`config.mk`:
```
export PLATFORM = sky130hd
export DESIGN_NAME = mgt_01_div_unit
export DESIGN_NICKNAME = d
export VERILOG_FILES = /design/src/rtl/Modules_pkg.sv /design/src/rtl/mgt_01_div_unit.sv
export SDC_FILE = /design/constraint.sdc
export NUM_CORES = 1
export LEC_CHECK = 0
export BUFFER_PORTS_ARGS = -buffer_cell sky130_fd_sc_hd__buf_2
export CORE_ASPECT_RATIO = 1.1
export CORE_MARGIN = 3
export CORE_UTILIZATION = 50
export DETAILED_ROUTE_END_ITERATION = 7
export PLACE_DENSITY = 0.71
export SETUP_SLACK_MARGIN = 0.5
export SYNTH_ARGS = -nofsm -noshare
export SYNTH_HDL_FRONTEND = slang
export SYNTH_SLANG_ARGS = --single-unit
```
`constraint.sdc`:
```
create_clock -name clk_i -period 9.4 [get_ports clk_i]
set_input_delay 0.47 -clock clk_i [delete_from_list [all_inputs] [get_ports clk_i]]
set_output_delay 0.47 -clock clk_i [all_outputs]
set_load 0.01 [all_outputs]
```
`src/rtl/Modules_pkg.sv`:
```
// Shared definitions for the integer execute-stage functional units.
//   XLEN       : datapath width
//   div_ops_e  : RV32M division group operation select
//   fu_state_e : functional-unit occupancy reported to issue logic
package Modules_pkg;

    localparam int XLEN = 32;

    typedef enum logic [1:0] {
        DIV_  = 2'b00,
        DIVU_ = 2'b01,
        REM_  = 2'b10,
        REMU_ = 2'b11
    } div_ops_e;

    typedef enum logic {
        FREE = 1'b0,
        BUSY = 1'b1
    } fu_state_e;

endpackage

```
`src/rtl/mgt_01_div_unit.sv`:
```
// mgt_01_div_unit
// Iterative radix-2 restoring divider for DIV / DIVU / REM / REMU.
// One operation in flight; 32 iteration cycles between accept and result.
//
// Ports:
//   clk_i        clock
//   rst_n_i      asynchronous active-low reset
//   clk_en_i     clock enable; every register holds while low
//   valid_i      start request, taken only while the unit reports FREE
//   dividend_i   rs1 operand (XLEN)
//   divisor_i    rs2 operand (XLEN)
//   operation_i  DIV_, DIVU_, REM_, REMU_
//   result_o     registered result, held until the next completion
//   valid_o      one-enabled-cycle result strobe
//   fu_state_o   BUSY while iterating, FREE otherwise
//
// Build option:
//   DIV_EARLY_OUT_EN  when defined, divide-by-zero and signed-overflow
//                     operations bypass the iteration and complete on the
//                     accept edge. When undefined they iterate normally and
//                     produce the same special results after 32 cycles.
module mgt_01_div_unit
    import Modules_pkg::*;
(
    input  logic            clk_i,
    input  logic            rst_n_i,
    input  logic            clk_en_i,
    input  logic            valid_i,
    input  logic [XLEN-1:0] dividend_i,
    input  logic [XLEN-1:0] divisor_i,
    input  div_ops_e        operation_i,
    output logic [XLEN-1:0] result_o,
    output logic            valid_o,
    output fu_state_e       fu_state_o
);

    typedef enum logic [1:0] {
        IDLE   = 2'b00,
        DIVIDE = 2'b01,
        DONE   = 2'b10
    } state_e;

    state_e state_reg, state_next;

    // Operation context captured at accept
    logic            is_rem_reg;
    logic            neg_quo_reg;
    logic            neg_rem_reg;
    logic            zero_reg;
    logic            ovf_reg;
    logic [XLEN-1:0] dividend_reg;     // raw rs1, needed for REM by zero
    logic [XLEN-1:0] divisor_mag_reg;

    // Iteration datapath
    logic [XLEN:0]   rem_reg;          // partial remainder, one guard bit
    logic [XLEN-1:0] quo_reg;          // starts as |dividend|, fills with quotient bits
    logic [4:0]      count_reg;

    logic [XLEN-1:0] result_reg;
    logic            valid_reg;

    // ------------------------------------------------------------------
    // Accept-time operand decode
    // ------------------------------------------------------------------
    logic            is_signed_in;
    logic            is_rem_in;
    logic            a_neg_in;
    logic            b_neg_in;
    logic [XLEN-1:0] a_mag_in;
    logic [XLEN-1:0] b_mag_in;
    logic            zero_in;
    logic            ovf_in;
    logic            accept;

    always_comb begin
        is_signed_in = (operation_i == DIV_) || (operation_i == REM_);
        is_rem_in    = (operation_i == REM_) || (operation_i == REMU_);
        a_neg_in     = is_signed_in && dividend_i[XLEN-1];
        b_neg_in     = is_signed_in && divisor_i[XLEN-1];
        // -0x80000000 wraps to itself, which is still the correct unsigned magnitude
        a_mag_in     = a_neg_in ? (~dividend_i + 1'b1) : dividend_i;
        b_mag_in     = b_neg_in ? (~divisor_i + 1'b1) : divisor_i;
        zero_in      = (divisor_i == '0);
        ovf_in       = is_signed_in
                       && (dividend_i == {1'b1, {(XLEN-1){1'b0}}})
                       && (divisor_i == '1);
    end

    assign accept = valid_i && ((state_reg == IDLE) || (state_reg == DONE));

`ifdef DIV_EARLY_OUT_EN
    logic special_in;
    assign special_in = zero_in || ovf_in;
`endif

    // Results that bypass the iteration outcome: divide by zero returns
    // all-ones (quotient) or the dividend (remainder); signed overflow
    // returns the most negative value (quotient) or zero (remainder).
    function automatic logic [XLEN-1:0] special_result(
        input logic            is_rem,
        input logic            zero,
        input logic [XLEN-1:0] dividend
    );
        logic [XLEN-1:0] res;
        if (zero) begin
            res = is_rem ? dividend : '1;
        end else begin
            res = is_rem ? '0 : {1'b1, {(XLEN-1){1'b0}}};
        end
        return res;
    endfunction

    // ------------------------------------------------------------------
    // One restoring step
    // ------------------------------------------------------------------
    logic [XLEN+1:0] shift_rem;
    logic [XLEN+1:0] trial;
    logic [XLEN:0]   step_rem;
    logic [XLEN-1:0] step_quo;
    logic [XLEN-1:0] quo_signed;
    logic [XLEN-1:0] rem_signed;
    logic [XLEN-1:0] final_result;

    always_comb begin
        shift_rem  = {rem_reg, quo_reg[XLEN-1]};
        trial      = shift_rem - {2'b00, divisor_mag_reg};
        // trial MSB set means the subtraction went negative: keep the shifted value
        step_rem   = trial[XLEN+1] ? shift_rem[XLEN:0] : trial[XLEN:0];
        step_quo   = {quo_reg[XLEN-2:0], ~trial[XLEN+1]};
        quo_signed = neg_quo_reg ? (~step_quo + 1'b1) : step_quo;
        rem_signed = neg_rem_reg ? (~step_rem[XLEN-1:0] + 1'b1) : step_rem[XLEN-1:0];
        if (zero_reg || ovf_reg) begin
            final_result = special_result(is_rem_reg, zero_reg, dividend_reg);
        end else begin
            final_result = is_rem_reg ? rem_signed : quo_signed;
        end
    end

    // ------------------------------------------------------------------
    // Control FSM
    // ------------------------------------------------------------------
    always_ff @(posedge clk_i or negedge rst_n_i) begin
        if (!rst_n_i) begin
            state_reg <= IDLE;
        end else if (clk_en_i) begin
            state_reg <= state_next;
        end
    end

    always_comb begin
        state_next = state_reg;
        case (state_reg)
            IDLE, DONE: begin
                if (valid_i) begin
`ifdef DIV_EARLY_OUT_EN
                    state_next = special_in ? DONE : DIVIDE;
`else
                    state_next = DIVIDE;
`endif
                end else begin
                    state_next = IDLE;
                end
            end
            DIVIDE: begin
                if (count_reg == 5'd31) begin
                    state_next = DONE;
                end
            end
            default: state_next = IDLE;
        endcase
    end

    // ------------------------------------------------------------------
    // Datapath registers
    // ------------------------------------------------------------------
    always_ff @(posedge clk_i or negedge rst_n_i) begin
        if (!rst_n_i) begin
            is_rem_reg      <= 1'b0;
            neg_quo_reg     <= 1'b0;
            neg_rem_reg     <= 1'b0;
            zero_reg        <= 1'b0;
            ovf_reg         <= 1'b0;
            dividend_reg    <= '0;
            divisor_mag_reg <= '0;
            rem_reg         <= '0;
            quo_reg         <= '0;
            count_reg       <= '0;
            result_reg      <= '0;
            valid_reg       <= 1'b0;
        end else if (clk_en_i) begin
            // Strobe lasts exactly one enabled cycle unless re-asserted below
            valid_reg <= 1'b0;
            if (accept) begin
                is_rem_reg      <= is_rem_in;
                neg_quo_reg     <= a_neg_in ^ b_neg_in;
                neg_rem_reg     <= a_neg_in;
                zero_reg        <= zero_in;
                ovf_reg         <= ovf_in;
                dividend_reg    <= dividend_i;
                divisor_mag_reg <= b_mag_in;
                rem_reg         <= '0;
                quo_reg         <= a_mag_in;
                count_reg       <= '0;
`ifdef DIV_EARLY_OUT_EN
                if (special_in) begin
                    result_reg <= special_result(is_rem_in, zero_in, dividend_i);
                    valid_reg  <= 1'b1;
                end
`endif
            end else if (state_reg == DIVIDE) begin
                rem_reg <= step_rem;
                quo_reg <= step_quo;
                if (count_reg == 5'd31) begin
                    result_reg <= final_result;
                    valid_reg  <= 1'b1;
                end else begin
                    count_reg <= count_reg + 5'd1;
                end
            end
        end
    end

    assign result_o   = result_reg;
    assign valid_o    = valid_reg;
    assign fu_state_o = (state_reg == DIVIDE) ? BUSY : FREE;

endmodule

```
==> results of run 1 <==
-- metrics by stage --
| stage | hold slack, ns | cell area [sq um] | util (%) | setup slack, ns |
|---|---|---|---|---|
| after floorplan | 0.174 | 13200 | - | 4.94 |
| after global placement | 0.455 | 13800 | 54.0 | 4.48 |
| after detailed placement | 0.461 | 13800 | 54.0 | 4.35 |
| after CTS | 0.158 | 14400 | 56.4 | 4.29 |
| after global routing | 0.204 | 14400 | 56.4 | 3.78 |
| final | 0.0970 | 14400 | 56.4 | 4.18 |
-- kinds of logic after synthesis --
family | Yosys count | synth area share [%]
compound gates | 519 | 24.7
xor+xnor | 134 | 8.91
fa+ha+maj | 40 | 3.86
buf+inv | 172 | 5.05
flops | 174 | 33.1
mux | 41 | 3.22
simple gates | 602 | 21.2
-- layout make-up --
class / instances / area (sq um)
Fill cell: 2380 / 11100
Multi-Input combinational cell: 1336 / 8170
Sequential cell: 174 / 4350
Timing Repair Buffer: 115 / 612
Tap cell: 346 / 433
Clock buffer: 17 / 425
Inverter: 65 / 244
Clock inverter: 15 / 188
-- cells in the final DEF, fill, tap and decap left out, types with 24 or more instances in the layout --
cell type  netlist  routed
nand2_1        257     256
o21ai_0        191     191
dfrtp_1        174     174
nor2_1         140     139
a21oi_1        107     107
buf_2           13     102
xnor2_1         89      89
inv_1           64      64
xor2_1          45      45
nor3_1          39      39
ha_1            39      39
mux2i_1         33      33
o31ai_1         26      26
nand4_1         24      24
nor4_1          24      24
-- worst register-to-register path, stage by stage, from the launching register on --
cell and delay [ns]:
dfrtp_1 0.47, ha_1 0.30, nor2b_1 0.16, o2111ai_1 0.51
a211oi_2 0.24, o311a_1 0.43, nor4_4 0.43, nor2_4 0.05
inv_2 0.48, mux2i_1 0.36, ha_1 0.23, inv_1 0.06
nor2_1 0.10, nand4_1 0.12, o32a_1 0.27, or2_1 0.33
o31ai_1 0.31, xnor2_1 0.17, o21ai_1 0.09
-- final timing paths --
path,startpoint,end,depth (start not counted)
setup reg to reg,rem_reg[0],result_o[26],18
hold reg to reg,divisor_mag_reg[7],divisor_mag_reg[7],2
max in group asynchronous,rst_n_i,quo_reg[2],2
setup / recovery,rem_reg[0],result_o[26],18
min in group clk_i,operation_i[1],is_rem_reg,3
hold / removal,rst_n_i,count_reg[1],1
-- per-layer routing --
layer / vias to the layer above / share of wire, % / GRT usage [%]
met1: 6247 / 44 / 42.1
met4: 0 / 4.8 / 13.7
met3: 96 / 6.7 / 4.41
met2: 542 / 45 / 47.0
li1: 6110 / - / -
met5: - / 0 / 0
-- power breakdown --
| group | switching (mW) | leakage [nW] | internal (mW) | total [mW] |
|---|---|---|---|---|
| clock network | 0.368 | 0.301 | 0.386 | 0.754 |
| logic | 2.76 | 3.76 | 1.52 | 4.29 |
| registers | 0.338 | 2.23 | 1.04 | 1.38 |
==> metrics.md, run 1 <==
| Metric | Value |
|---|---|
| Status | completed |
| DR vias | 13000 |
| Total GRT Usage | 30.3% |
| Crit-path leading delay family | compound AO/OA/AOI/OAI gates |
| Count of cell types in the netlist | 84 |
| Post-Route WL | 43000 um |
| # nets final | 1819 |
| CP cell instances | ha_1 -> nor2b_1 -> o2111ai_1 -> a211oi_2 -> o311a_1 -> nor4_4 -> nor2_4 -> inv_2 -> mux2i_1 -> ha_1 -> inv_1 -> nor2_1 -> nand4_1 -> o32a_1 -> or2_1 -> o31ai_1 -> xnor2_1 -> o21ai_1 |
| Reg2reg setup slack | 4.18 ns |
| CP arrival | 5.53 ns |
| Vias/cell | 6.28 |
| Mapped cell area | 13200 sq um |
| Area contributors post-synth | dfrtp_1 (33%), nand2_1 (7.3%), o21ai_0 (7.3%), xnor2_1 (5.9%), a21oi_1 (4.1%) |
| Clock Pin Slew Worst Setup and Hold Paths | 0.08 ns |
| Clock period minus worst slack | 5.22 ns |
| Top cells by count, synth | nand2_1 (257), o21ai_0 (191), dfrtp_1 (174), nor2_1 (140), a21oi_1 (107) |
| Crit-path max FO | 32 |
| Syn Area/Cell | 7.83 sq um |
| CTS tree | yes |
| Layout cells sized above 1 | 10.3% |
| Worst min-delay path class | input port to asynchronous set/reset pin |
| Worst Tran Pin Value | 1.07 ns |
| Root Buffer | clkbuf_16 |
| Worst Skew | 0.0134 ns |
| RSZ-0062 raised after global routing | no |
| First-pass GRT wire length | 68700 um |
| Post-synth top area share | 33.1% |
| Fin crit share | 55.5% |
| Synth area leader | dfrtp_1 |
| CTS-repair resized insts | 0 |
| Hold_buf cts | 0 |
| Pins Over Slew Limit | 0 |
| 1st-iter DRT viols | 1378 |
| Drt pass-1 iters | 5 |
| Buf+Inv Stages, Crit Path | 2 |
| CTS buffer count | 17 |
| Detail Route Antenna Nets | 0 |
| Largest net degree at the start of global routing | 99 |
| Total of max-cap violations | 0 |
| Crit. End Element | register |
| DPL Wire Length | 32200 um |
| Max reg flops | 33 |
| EDFF count, synth | 0 |
| Std cell rows | 61 |
| Post-CTS Setup Bufs | 0 |
| Seq/Total Area, Yosys | 33.1% |
| IO buf count | 103 |
| Main flop type after synthesis | dfrtp_1 |
| Initial core utilization | 51.5% |
| Synthesis Warnings | 0 |
| F_max | 192 MHz |
| Die extent in y | 176 um |
| Worst-Skew Late Latency | 0.45 ns |
| Clock Path Buffers | 2 |
| Initial antenna violation count | 0 |
| H-tree lvl count | 4 |
| Residual DRC | 0 |
| Final Hold Fails | 0 |
| Async SR Flop Fraction | 100% |
| CP required | 9.71 ns |
| Die area | 28300 sq um |
| Core ar. | 25600 sq um |
| CP most frequent cell | ha_1 |
| Yosys reg bits | 174 |
| Setup TNS | 0 ns |
| I/O pin count | 104 |
| Vias in the first global route | 12400 |
| Cells after Synth | 1682 |
| Drt wl/cell | 20.8 um |
| Slowest stage delay, CP | 0.51 ns |
| Crit path launch type | register |
| Clock Sinks | 174 |
| Synth Net Count | 1792 |
| Area grow syn2layout | 9.55% |
| CP max stage cell | o2111ai_1 |
| Tot Pwr | 6.42 mW |
| GRT overflow | 0 |
| LEAKAGE | 6.29 nW |
| Final setup viols | 0 |
| Worst vdd ir | 275 uV |
| Rel. slew slack | 27.9% |
| Die Wd | 161 um |
| Final cell count without fillers | 2068 |
| Count leader, synth | nand2_1 |
| Final GP Congestion | 0.943 |
| Ant. Diodes | 0 |
| Setup CP Type | register to register |
| Cell Count Post-Placement | 2036 |
| PwrDens | 445 nW/um^2 |
Power figures use the tool's default switching activity.
==> run 2: changes to the inputs <==
- clock period: 9.4 -> 5 ns (I/O delays scaled with it)
==> metrics.md, run 2 (synthesis gave the netlist of run 1 again) <==
| Metric | Value |
|---|---|
| Worst Hold End | is_rem_reg |
| LEAKAGE | 6.39 nW (was 6.29 nW) |
| Final Hold Fails | 0 (unchanged) |
| IO buf count | 103 (unchanged) |
| Crit path launch type | register (unchanged) |
| Logic pwr share | 68.4% (was 66.8%) |
| Setup CP Type | register to register (unchanged) |
| Clock Sinks | 174 (unchanged) |
| Die area | 28300 sq um (unchanged) |
| Worst vdd ir | 389 uV (was 275 uV) |
| Vias in the first global route | 12200 (was 12400) |
| Status | completed (unchanged) |
| RSZ-0062 raised after global routing | yes (was no) |
| DP Worst Slack | 0.363 ns (was 4.35 ns) |
| Layout cells sized above 1 | 13.6% (was 10.3%) |
| Core ar. | 25600 sq um (unchanged) |
| R2R Path End | result_o[31] (was result_o[26]) |
| Switching part of the total | 53.0% (was 54.1%) |
| Flop pwr share | 20.8% (was 21.5%) |
| CP arrival | 4.81 ns (was 5.53 ns) |
| DPL Wire Length | 32900 um (was 32200 um) |
| CTS tree | yes (unchanged) |
| Worst min-delay path class | input port to register (was input port to asynchronous set/reset pin) |
| Largest net degree at the start of global routing | 77 (was 99) |
| Clock Path Buffers | 2 (unchanged) |
| Std cell rows | 61 (unchanged) |
| Seq. cell area | 4360 sq um (was 4350 sq um) |
| P_int | 5.91 mW (was 2.95 mW) |
| CTS buffer count | 17 (unchanged) |
| Area grow syn2layout | 12.2% (was 9.55%) |
| Rel. slew slack | 15.6% (was 27.9%) |
| Multi-input gate area | 8340 sq um (was 8170 sq um) |
| Total of max-cap violations | 0 (unchanged) |
| Clock group share of total power | 10.9% (was 11.7%) |
| Crit. End Element | register (unchanged) |
| Final setup viols | 0 (unchanged) |
| Fill count | 2389 (was 2380) |
| Fin crit share | 88.9% (was 55.5%) |
| Max reg flops | 33 (unchanged) |
| Residual DRC | 0 (unchanged) |
| Hold path depth | 3 |
| Clock Pin Slew Worst Setup and Hold Paths | 0.08 ns (about the same) |
| Util after Layout | 57.8% (was 56.4%) |
| Die extent in y | 176 um (unchanged) |
| Die Wd | 161 um (unchanged) |
| Commonest cells after routing, fill and taps aside | nand2_1 (256), o21ai_0 (191), dfrtp_1 (172), nor2_1 (137), buf_2 (102) (was nand2_1 (256), o21ai_0 (191), dfrtp_1 (174), nor2_1 (139), a21oi_1 (107)) |
| H-tree lvl count | 4 (unchanged) |
| I/O pin count | 104 (unchanged) |
| DR vias | 13100 (was 13000) |
| Vias/cell | 6.27 (was 6.28) |
| 1st-iter DRT viols | 1116 (was 1378) |
| # nets final | 1846 (was 1819) |
| Commonest non-fill, non-tap cell in the layout | nand2_1 (unchanged) |
| PwrDens | 851 nW/um^2 (was 445 nW/um^2) |
| Hold Path Origin | operation_i[1] |
| Setup TNS | 0 ns (unchanged) |
| Drt pass-1 iters | 7 (was 5) |
| R2R Path Start | quo_reg[31] (was rem_reg[0]) |
| Pins Over Slew Limit | 0 (unchanged) |
| Worst Tran Pin Value | 1.26 ns (was 1.07 ns) |
| Detail Route Antenna Nets | 0 (unchanged) |
| Initial core utilization | 51.5% (unchanged) |
| CP required | 5.36 ns (was 9.71 ns) |
| F_max | 225 MHz (was 192 MHz) |
| Worst Skew | 0.0171 ns (was 0.0134 ns) |
| R2R cell count | 16 (was 18) |
| Crit-path max FO | 4 (was 32) |
| Final GP Congestion | 0.944 (was 0.943) |
| Tot Pwr | 12.6 mW (was 6.42 mW) |
| Drt wl/cell | 20.9 um (was 20.8 um) |
| GRT overflow | 0 (unchanged) |
| Worst-Skew Late Latency | 0.45 ns (about the same) |
| Net Sw Power | 6.67 mW (was 3.47 mW) |
| Total GRT Usage | 30.4% (was 30.3%) |
| Root Buffer | clkbuf_16 (unchanged) |
| Ant. Diodes | 0 (unchanged) |
| Initial antenna violation count | 0 (unchanged) |
| Reg2reg setup slack | 0.56 ns (was 4.18 ns) |
| Post-Route WL | 43700 um (was 43000 um) |
| Clock period minus worst slack | 4.44 ns (was 5.22 ns) |
| PnR worst setup slack | 0.555 ns (was 4.18 ns) |
| First-pass GRT wire length | 68900 um (was 68700 um) |
-- run 2: routing by layer --
layer	vias to the layer above	wire (um)	share of wire, %	GRT usage, %
met5	-	0	0	0
met4	0	2110	4.8	13.7
met1	6310	18600	43	41.8
met3	92	2900	6.6	3.68
met2	566	20100	46	48.4
li1	6163	-	-	-
-- run 2: cell type report --
cell class / count / share of cell area (%)
Inverter: 65 / 1.67
Clock inverter: 14 / 1.07
Timing Repair Buffer: 142 / 5.53
Clock buffer: 18 / 2.90
Multi-Input combinational cell: 1336 / 56.4
Sequential cell: 174 / 29.5
Tap cell: 346 / 2.93
-- run 2: repair_timing --
| action | CTS | global route |
|---|---|---|
| buffers inserted | 1 | 1 |
| setup endpoints to repair | 11 | 20 |
| gates resized for setup | 19 | 23 |
| hold buffers | 1 | 0 |
| hold endpoints to repair | 68 | 0 |
| pin swaps | 2 | 3 |
-- run 2: critical path, cell delays in order, from the launching register on --
cell	delay, ns
dfrtp_1	0.45
inv_1	0.13
ha_1	0.21
inv_1	0.07
fa_2	0.38
a211oi_4	0.27
buf_4	0.17
o211ai_1	0.18
nand2_1	0.13
xnor2_1	0.17
or4_4	0.61
nand2b_4	0.18
mux2_4	0.27
or2_0	0.24
or4_1	0.51
a32o_1	0.28
o21ai_1	0.11
-- run 2: stage by stage --
stage               instance area, sq um  cells  hold slack, ns
floorplan                          13200   1682         -0.0456
global placement                   14000   2060           0.301
detailed placement                 14000   2060           0.304
CTS                                14700   2094          0.0120
global route                       14800   2095          0.0237
finish                             14800   2095          0.0215
-- run 2: power groups by stage --
stage / combinational (mW) / clock (mW) / sequential [mW]
after floorplan: 5.89 / 0 / 2.33
final: 8.60 / 1.37 / 2.61
after CTS: 8.26 / 1.38 / 2.58
after detailed placement: 8.07 / 0 / 2.60
after global placement: 8.00 / 0 / 2.58
after global routing: 9.31 / 1.43 / 2.68
-- run 2: worst max path at each step --
stage	startpoint	endpoint	slack, ns	cells after the start
floorplan	rem_reg[19]	result_o[26]	0.54	22
global placement	quo_reg[31]	result_o[31]	0.50	15
detailed placement	rem_reg[19]	result_o[26]	0.36	18
CTS	quo_reg[31]	result_o[31]	0.53	14
global route	quo_reg[31]	result_o[31]	0.39	16
finish	quo_reg[31]	result_o[31]	0.56	16
